===== config.mk =====
export PLATFORM = sky130hd
export DESIGN_NAME = avalon_sample_writer
export DESIGN_NICKNAME = d
export VERILOG_FILES = /design/src/rtl/avalon_sample_writer_pkg.sv /design/src/rtl/sync_fifo.sv /design/src/rtl/avalon_sample_writer.sv
export SDC_FILE = /design/constraint.sdc
export NUM_CORES = 1
export LEC_CHECK = 0
export BUFFER_PORTS_ARGS = -buffer_cell sky130_fd_sc_hd__clkbuf_2
export CAP_MARGIN = 20
export CORE_UTILIZATION = 38
export DETAILED_ROUTE_END_ITERATION = 7
export GPL_TIMING_DRIVEN = 0
export PLACE_DENSITY = 0.65
export SLEW_MARGIN = 20
export SYNTH_ARGS = -nofsm -noshare
export SYNTH_HDL_FRONTEND = slang
export SYNTH_SLANG_ARGS = --single-unit

===== constraint.sdc =====
create_clock -name csi_clk -period 3 [get_ports csi_clk]
set_clock_uncertainty 0.1 [all_clocks]
set_input_delay 0.15 -clock csi_clk [delete_from_list [all_inputs] [get_ports csi_clk]]
set_output_delay 0.15 -clock csi_clk [all_outputs]
set_load 0.02 [all_outputs]

===== src/rtl/avalon_sample_writer_pkg.sv =====
// rtl/avalon_sample_writer_pkg.sv - shared types and constants for the sample writer
// Purpose: FSM state encoding and default register addresses used by
//          avalon_sample_writer and its bench.
package avalon_sample_writer_pkg;

    typedef enum logic {
        IDLE  = 1'b0,
        WRITE = 1'b1
    } state_t;

    localparam logic [7:0] DEF_LOAD_ADDR = 8'd0;
    localparam logic [7:0] DEF_ACC_ADDR  = 8'd1;

endpackage


===== src/rtl/sync_fifo.sv =====
// rtl/sync_fifo.sv - single-clock sample FIFO with level counter
// Purpose: buffers upstream samples ahead of the Avalon write engine.
// Ports:
//   clk, srst_n : clock, synchronous active-low reset
//   push, din   : write request and data (ignored while full)
//   pop, dout   : read request (ignored while empty) and head-of-queue data
//   full, empty : level flags
module sync_fifo #(
    parameter int N     = 32,
    parameter int DEPTH = 4
) (
    input  logic         clk,
    input  logic         srst_n,
    input  logic         push,
    input  logic         pop,
    input  logic [N-1:0] din,
    output logic [N-1:0] dout,
    output logic         full,
    output logic         empty
);

    localparam int AW = $clog2(DEPTH);
    localparam logic [AW:0] FULL_LEVEL = (AW+1)'(DEPTH);

    logic [N-1:0]  r_mem [DEPTH];
    logic [AW-1:0] r_wr_ptr;
    logic [AW-1:0] r_rd_ptr;
    logic [AW:0]   r_level;

    logic w_push;
    logic w_pop;

    assign w_push = push && !full;
    assign w_pop  = pop && !empty;

    // DEPTH is a power of two, so pointer increments wrap naturally.
    always_ff @(posedge clk) begin
        if (!srst_n) begin
            r_wr_ptr <= '0;
            r_rd_ptr <= '0;
            r_level  <= '0;
        end else begin
            if (w_push) begin
                r_wr_ptr <= r_wr_ptr + 1'b1;
            end
            if (w_pop) begin
                r_rd_ptr <= r_rd_ptr + 1'b1;
            end
            case ({w_push, w_pop})
                2'b10:   r_level <= r_level + 1'b1;
                2'b01:   r_level <= r_level - 1'b1;
                default: r_level <= r_level;
            endcase
        end
    end

    // Storage needs no reset: contents are only visible through the level.
    always_ff @(posedge clk) begin
        if (w_push) begin
            r_mem[r_wr_ptr] <= din;
        end
    end

    assign dout  = r_mem[r_rd_ptr];
    assign full  = (r_level == FULL_LEVEL);
    assign empty = (r_level == '0);

endmodule


===== src/rtl/avalon_sample_writer.sv =====
// rtl/avalon_sample_writer.sv - streams samples into an integrator register over Avalon-MM
// Purpose: each accepted sample becomes one Avalon-MM write. The first write
//          after reset or after coe_clear goes to LOAD_ADDR, all others to ACC_ADDR.
// Ports:
//   csi_clk, rsi_srst_n        : clock, synchronous active-low reset
//   asi_in_data/valid/ready    : upstream sample stream
//   coe_clear                  : re-arm the next write to LOAD_ADDR
//   avm_m0_address/write/writedata/waitrequest : Avalon-MM master
//   coe_busy                   : FIFO non-empty or write in flight
//   coe_wr_count               : completed writes (wraps)
module avalon_sample_writer
    import avalon_sample_writer_pkg::*;
#(
    parameter int         N         = 32,
    parameter int         DEPTH     = 4,
    parameter logic [7:0] LOAD_ADDR = DEF_LOAD_ADDR,
    parameter logic [7:0] ACC_ADDR  = DEF_ACC_ADDR
) (
    input  logic         csi_clk,
    input  logic         rsi_srst_n,
    input  logic [N-1:0] asi_in_data,
    input  logic         asi_in_valid,
    output logic         asi_in_ready,
    input  logic         coe_clear,
    output logic [7:0]   avm_m0_address,
    output logic         avm_m0_write,
    output logic [N-1:0] avm_m0_writedata,
    input  logic         avm_m0_waitrequest,
    output logic         coe_busy,
    output logic [15:0]  coe_wr_count
);

    state_t r_state;
    state_t w_state_nxt;

    logic         r_first;
    logic         r_write;
    logic [7:0]   r_addr;
    logic [N-1:0] r_data;
    logic [15:0]  r_count;

    logic [N-1:0] w_fifo_dout;
    logic         w_fifo_full;
    logic         w_fifo_empty;
    logic         w_load;
    logic         w_complete;

    sync_fifo #(
        .N     (N),
        .DEPTH (DEPTH)
    ) u_fifo (
        .clk    (csi_clk),
        .srst_n (rsi_srst_n),
        .push   (asi_in_valid),
        .pop    (w_load),
        .din    (asi_in_data),
        .dout   (w_fifo_dout),
        .full   (w_fifo_full),
        .empty  (w_fifo_empty)
    );

    always_ff @(posedge csi_clk) begin
        if (!rsi_srst_n) begin
            r_state <= IDLE;
        end else begin
            r_state <= w_state_nxt;
        end
    end

    // A load happens whenever the bus slot is free (idle) or is being freed
    // this edge (completion), provided a sample is waiting.
    always_comb begin
        w_state_nxt = r_state;
        w_load      = 1'b0;
        w_complete  = 1'b0;
        case (r_state)
            IDLE: begin
                if (!w_fifo_empty) begin
                    w_load      = 1'b1;
                    w_state_nxt = WRITE;
                end
            end
            WRITE: begin
                if (!avm_m0_waitrequest) begin
                    w_complete = 1'b1;
                    if (!w_fifo_empty) begin
                        w_load = 1'b1;
                    end else begin
                        w_state_nxt = IDLE;
                    end
                end
            end
        endcase
    end

    always_ff @(posedge csi_clk) begin
        if (!rsi_srst_n) begin
            r_first <= 1'b1;
            r_write <= 1'b0;
            r_addr  <= 8'd0;
            r_data  <= '0;
            r_count <= 16'd0;
        end else begin
            if (w_load) begin
                r_data  <= w_fifo_dout;
                // A clear arriving on the load edge still steers this load.
                r_addr  <= (r_first || coe_clear) ? LOAD_ADDR : ACC_ADDR;
                r_write <= 1'b1;
            end else if (w_complete) begin
                r_write <= 1'b0;
            end
            // The flag is consumed by any load: either it steered the load to
            // LOAD_ADDR, or it was already clear.
            r_first <= w_load ? 1'b0 : (r_first | coe_clear);
            if (w_complete) begin
                r_count <= r_count + 16'd1;
            end
        end
    end

    assign asi_in_ready     = !w_fifo_full;
    assign avm_m0_address   = r_addr;
    assign avm_m0_write     = r_write;
    assign avm_m0_writedata = r_data;
    assign coe_busy         = !w_fifo_empty || (r_state == WRITE);
    assign coe_wr_count     = r_count;

endmodule


* Word level (Yosys, flattened, before mapping) *
Memory sizes are Yosys's and may differ from the RTL's. A register that Yosys moved wholly into a read port is not among the register bits.
Index checks and enable logic that the tools add are counted.

storage, ports and cells
  register bits = 34
  output and inout bits = 59
  memory bits (writable) = 128
  input bits = 37
  memories = 1

cells by class
  equality and inequality tests = 3
  mux-type cells = 14
  add/subtract/negate cells = 5
  reductions and logical operators = 10
  bitwise operators = 2

memories
  name          depth  width  read ports  clocked after memory_dff  write ports  RTL line         RTL
  u_fifo.r_mem  4      32     1           1                         1            sync_fifo.sv:25  logic [N-1:0] r_mem [DEPTH];

operator list
  kind                     number
  $add A16 B1 Y16 const B  1
  $mux W1                  11
  $pmux W3 S2              1
  $add A2 B1 Y2 const B    2
  $pmux W1 S2              2
  $reduce_bool A2 Y1       2
  $add A3 B1 Y3 const B    1
  $eq A3 B3 Y1 const B     1
  $logic_not A1 Y1         3
  $logic_not A3 Y1         1
  $sub A3 B1 Y3 const B    1
  $eq A2 B1 Y1 const B     1
  $eq A2 B2 Y1 const B     1
  $logic_and A1 B1 Y1      2
  $logic_or A1 B1 Y1       2
  $not A1 Y1               1
  $or A1 B1 Y1             1

* Logic depth before layout (Yosys ltp) *
  word-level depth = 7
  gate-level depth with buffers = 10
  depth with buffers taken out = 9

* Modules after synthesis *
A second synthesis with hierarchy kept.

second synthesis, totals
  cells, all modules = 466
  area total of the unflattened synthesis = 7163.1 um^2

by module, submodules not included
  module                cells each  times used  area each (um^2)
  sync_fifo             221         1           5144.9
  avalon_sample_writer  245         1           2018.2

* Worst setup path after synthesis *
OpenSTA, ideal clock, no wires.

  path kind = flip-flop to flip-flop
  start point = register u_fifo.r_level[0]
  end point = register u_fifo.r_level[2]
  stages on the path, launching flop included = 10
  slack = 543 ps
  setup time = 70 ps
  buffers on the path = 0
  arrival time = 2287 ps
  clock period less this slack = 2457 ps
  path through = dfxtp_1 > or3b_1 > and2_1 > inv_1 > ha_1 > inv_1 > fa_1 > xor2_1 > or3_1 > a21oi_1

between the ends
  elaborated cells between the ends (all ways) = 15

RTL lines
  item                                                      RTL line                    RTL
  start, declared                                           sync_fifo.sv:28             logic [AW:0] r_level;
  start signal, assigned                                    sync_fifo.sv:50             2'b10: r_level <= r_level + 1'b1;
  start signal, assigned                                    sync_fifo.sv:51             2'b01: r_level <= r_level - 1'b1;
  start signal, assigned                                    sync_fifo.sv:52             default: r_level <= r_level;
  $eq A3 B3 Y1 *                                            sync_fifo.sv:65             assign full = (r_level == FULL_LEVEL);
  $logic_not A1 Y1 *                                        n/a
  named net asi_in_ready                                    avalon_sample_writer.sv:23  output logic asi_in_ready,
  $logic_and A1 B1 Y1 *                                     sync_fifo.sv:33             assign w_push = push && !full;
  $eq A2 B1 Y1 / $eq A2 B2 Y1 (equally long branches)       sync_fifo.sv:49             case ({w_push, w_pop})
  $pmux W3 S2 / $reduce_bool A2 Y1 (equally long branches)  n/a

Mark *: on every way through the listed nets, which the timed path passes. The rest lies on a longest branch.
A chain may end at the register's enable or synchronous reset.

* Worst setup path in the final report *
  start point = register u_fifo.r_level[0]
  end point = register u_fifo.r_level[2]

between the ends
  longest elaborated chain between the ends = 7
  elaborated cells between the ends (all ways) = 15

ends and longest elaborated chain
  item                                                      RTL line                                                RTL
  $logic_not A3 Y1 *                                        sync_fifo.sv:66                                         assign empty = (r_level == '0);
  $mux W1                                                   avalon_sample_writer.sv:78, avalon_sample_writer.sv:86
  $mux W1                                                   avalon_sample_writer.sv:84                              if (!avm_m0_waitrequest) begin
  $pmux W1 S2                                               avalon_sample_writer.sv:76                              case (r_state)
  $logic_and A1 B1 Y1 *                                     sync_fifo.sv:34                                         assign w_pop = pop && !empty;
  named net u_fifo.w_pop                                    sync_fifo.sv:31                                         logic w_pop;
  $eq A2 B1 Y1 / $eq A2 B2 Y1 (equally long branches)       sync_fifo.sv:49
  $pmux W3 S2 / $reduce_bool A2 Y1 (equally long branches)  n/a

Marked as above.

==> flow_metrics.py <==
metrics = {
    "setup_path": {
        "crit_chain": "or3_1 > nand2_1 > inv_2 > buf_2 > ha_1 > inv_1 > fa_1 > xor2_1 > or3_1 > a21oi_1",
        "worstPathMaxFanout": 10,
        "end_kind": "flop",
        "cp_common_cell": "or3_1",
        "critPathKind": "reg2reg",
        "crit_required_ns": 3.25,
        "start_kind": "flop",
        "cp_slowest_cell": "dfxtp_1",
        "cp_slowest_stage_delay_ns": 0.42,
        "crit_arrival_ns": 2.98,
        "critPathBufInv": 3,
        "path_delay_family": "simple AND/OR/NAND/NOR gates",
    },
    "final_layout": {
        "final_area_sq_um": 8810,
        "area_growth_pct": 25.4,
        "final_nets": 659,
        "layout-drive-gt1-share_pct": 28.2,
        "fin_util_pct": 48.9,
        "fillers": 1614,
        "final_cell_count_no_fill": 857,
        "antenna_cells": 0,
    },
    "global_route": {
        "globalRoute.totalOverflow": 0,
        "grt_start_max_net_pins": 24,
        "grt_pass1_vias": 4113,
        "grt_pass1_wl_mm": 21.5,
        "antenna_found_initial": 0,
        "grt_util_all_layers_pct": 15.6,
    },
    "die": {
        "dieArea_sq_um": 19000,
        "io_pins": 96,
        "coreArea_sq_um": 18000,
        "die_x_um": 138,
        "die_h_um": 138,
        "rows": 49,
        "start_util_pct": 39.0,
    },
    "sta": {
        "fin_ws_ns": 0.273,
        "slew_viol_final": 0,
        "worst_pin_slew_ns": 0.740,
        "grt_setup_unrepaired": "no",
        "fin_hold_ws_ns": 0.0737,
        "hold_violations": 0,
        "fmax_mhz": 367,
        "tns_ns": 0,
        "period_needed_ns": 2.73,
        "setup_violations": 0,
        "slew_headroom_pct": 50.7,
        "period_share_pct": 90.9,
    },
    "yosys": {
        "syn_inst": 462,
        "synthDistinctLibCells": 37,
        "yosysMostFrequentCell": "edfxtp_1",
        "syn_area_sq_um": 7030,
        "synth.top_cells.by_count": "edfxtp_1, nand2_1, dfxtp_1",
        "yosys_most_used_dff": "edfxtp_1",
        "netlist.area_leader.share_pct": 54.7,
        "postSynthAreaPerCell_sq_um": 15.2,
        "synth_seq_area_share_pct": 71.5,
        "synth_area_leader_cell": "edfxtp_1",
        "synth_warnings": 0,
        "synth_edf_count": 128,
        "synthArstFlopShare_pct": 0,
        "synth-seq-cells": 187,
        "synthTopCellsByArea": "edfxtp_1, dfxtp_1, mux4_2",
    },
    "placed_design": {
        "io_buffers": 88,
        "detailedPlace.worstSlack_ns": 0.312,
        "dp.cells": 789,
        "dpl.hpwl_mm": 9.40,
        "finalWeightedCongestion": 0.798,
        "dpl_cell_area_sq_um": 7870,
    },
    "worst_hold_path": {
        "hold_class": "in2reg",
    },
    "cts": {
        "root_buffer": "clkbuf_16",
        "postCtsSetupBuffers": 0,
        "cts_sinks": 187,
        "clk_pin_slew_ns": 0.07,
        "postCtsHoldBufs": 36,
        "cts_buffer_depth": 2,
        "cts_resized": 0,
        "tritoncts": "built",
        "cts_max_level": 4,
        "numCtsBuffers": 17,
        "insertion_delay_ns": 0.43,
    },
    "power": {
        "power_leakage_nw": 3.17,
        "power_density_nw_per_um2": 871,
        "ir_drop_v": 0.000480,
        "totalPowerFinal_mw": 7.68,
    },
    "routing": {
        "drtIter0Drc": 188,
        "via_count": 4155,
        "drt-wirelength-per-cell_um": 16.3,
        "dr.pass1.iters": 4,
        "finalWirelength_mm": 14.0,
        "ant_nets": 0,
        "via_per_inst": 4.85,
        "drcViolationCount": 0,
    },
    "outcome": {
        "status": "complete, no violations",
    },
    "flow_run": {
        "maxCapViolCount": 0,
    },
}
-- registers in the layout (all words and copies together) (netlist names) --
name              count
avm_m0_writedata     32
u_fifo.r_wr_ptr       2
u_fifo.r_level        3
r_state               1
avm_m0_address        1
u_fifo.r_rd_ptr       2
coe_wr_count         16
u_fifo.r_mem        128
r_first               1
avm_m0_write          1
-- worst min-delay path, delay by kind of cell --
family                 cells  cell delay [ns]
AO/OA/AOI/OAI              1             0.05
buffers and inverters      1             0.10
AND/OR/NAND/NOR            2             0.25
-- where the power goes --
group          switching, mW  total [mW]  internal (mW)  leakage [nW]
logic                   1.28        2.15          0.869          1.24
registers              0.169        3.33           3.17          1.66
clock network          0.924        2.19           1.26         0.279
total                   2.38        7.68           5.30          3.17
-- cell usage in the layout, fill, tap and decap left out, drive strengths merged --
cell type / instances
nand3: 3
conb: 7
nand2: 79
and2: 1
and3: 4
dfxtp: 59
nand4: 3
a21boi: 1
xnor2: 11
o21a: 1
and4b: 1
xor2: 6
clkbuf: 122
nand2b: 3
clkinv: 3
edfxtp: 128
o21ai: 3
buf: 21
or3b: 1
inv: 11
nor3: 7
nor4: 4
mux4: 32
nand4b: 1
dlygate4sd3: 36
or3: 4
clkinvlp: 3
mux2i: 2
or2: 1
bufinv: 1
nand3b: 1
ha: 6
nor2b: 1
fa: 1
a21oi: 39
nor2: 21
-- per-layer routing --
metal / global-route usage [%] / up-vias / routed length, um
li1: - / 1988 / -
met1: 19.3 / 2033 / 5950
met2: 26.4 / 119 / 6990
met3: 3.62 / 15 / 841
met4: 5.86 / 0 / 182
met5: 0 / - / 0
-- path summary, 6_finish.rpt --
path,start,end,slack [ns],cells past startpoint
max reg2reg,u_fifo.r_level[0]$_SDFFE_PN0P_,u_fifo.r_level[2]$_SDFFE_PN0P_,0.27,10
max,u_fifo.r_level[0]$_SDFFE_PN0P_,u_fifo.r_level[2]$_SDFFE_PN0P_,0.27,10
min reg2reg,avm_m0_writedata[29]$_SDFFE_PN0N_,avm_m0_writedata[29]$_SDFFE_PN0N_,0.35,2
min,asi_in_valid,u_fifo.r_wr_ptr[1]$_SDFFE_PN0P_,0.07,4
-- logic make-up after synthesis --
kind of cell | synth area share, %
simple gates | 8.71
xor+xnor | 2.12
fa+ha+maj | 1.35
compound gates | 3.21
mux | 10.5
flops | 71.5
buf+inv | 2.51
other cells | 0.0534
-- area by class of cell --
type                            count  area (sq um)  area share, %
Clock inverter                      8          82.6          0.937
Multi-Input combinational cell    244          1850           21.0
Inverter                           10          37.5          0.426
Buffer                             27           139           1.58
Sequential cell                   187          5020           57.0
Clock buffer                       24           503           5.71
Timing Repair Buffer              128           888           10.1
Tap cell                          229           287           3.25
Note: power is estimated with default switching activity, not from simulation.
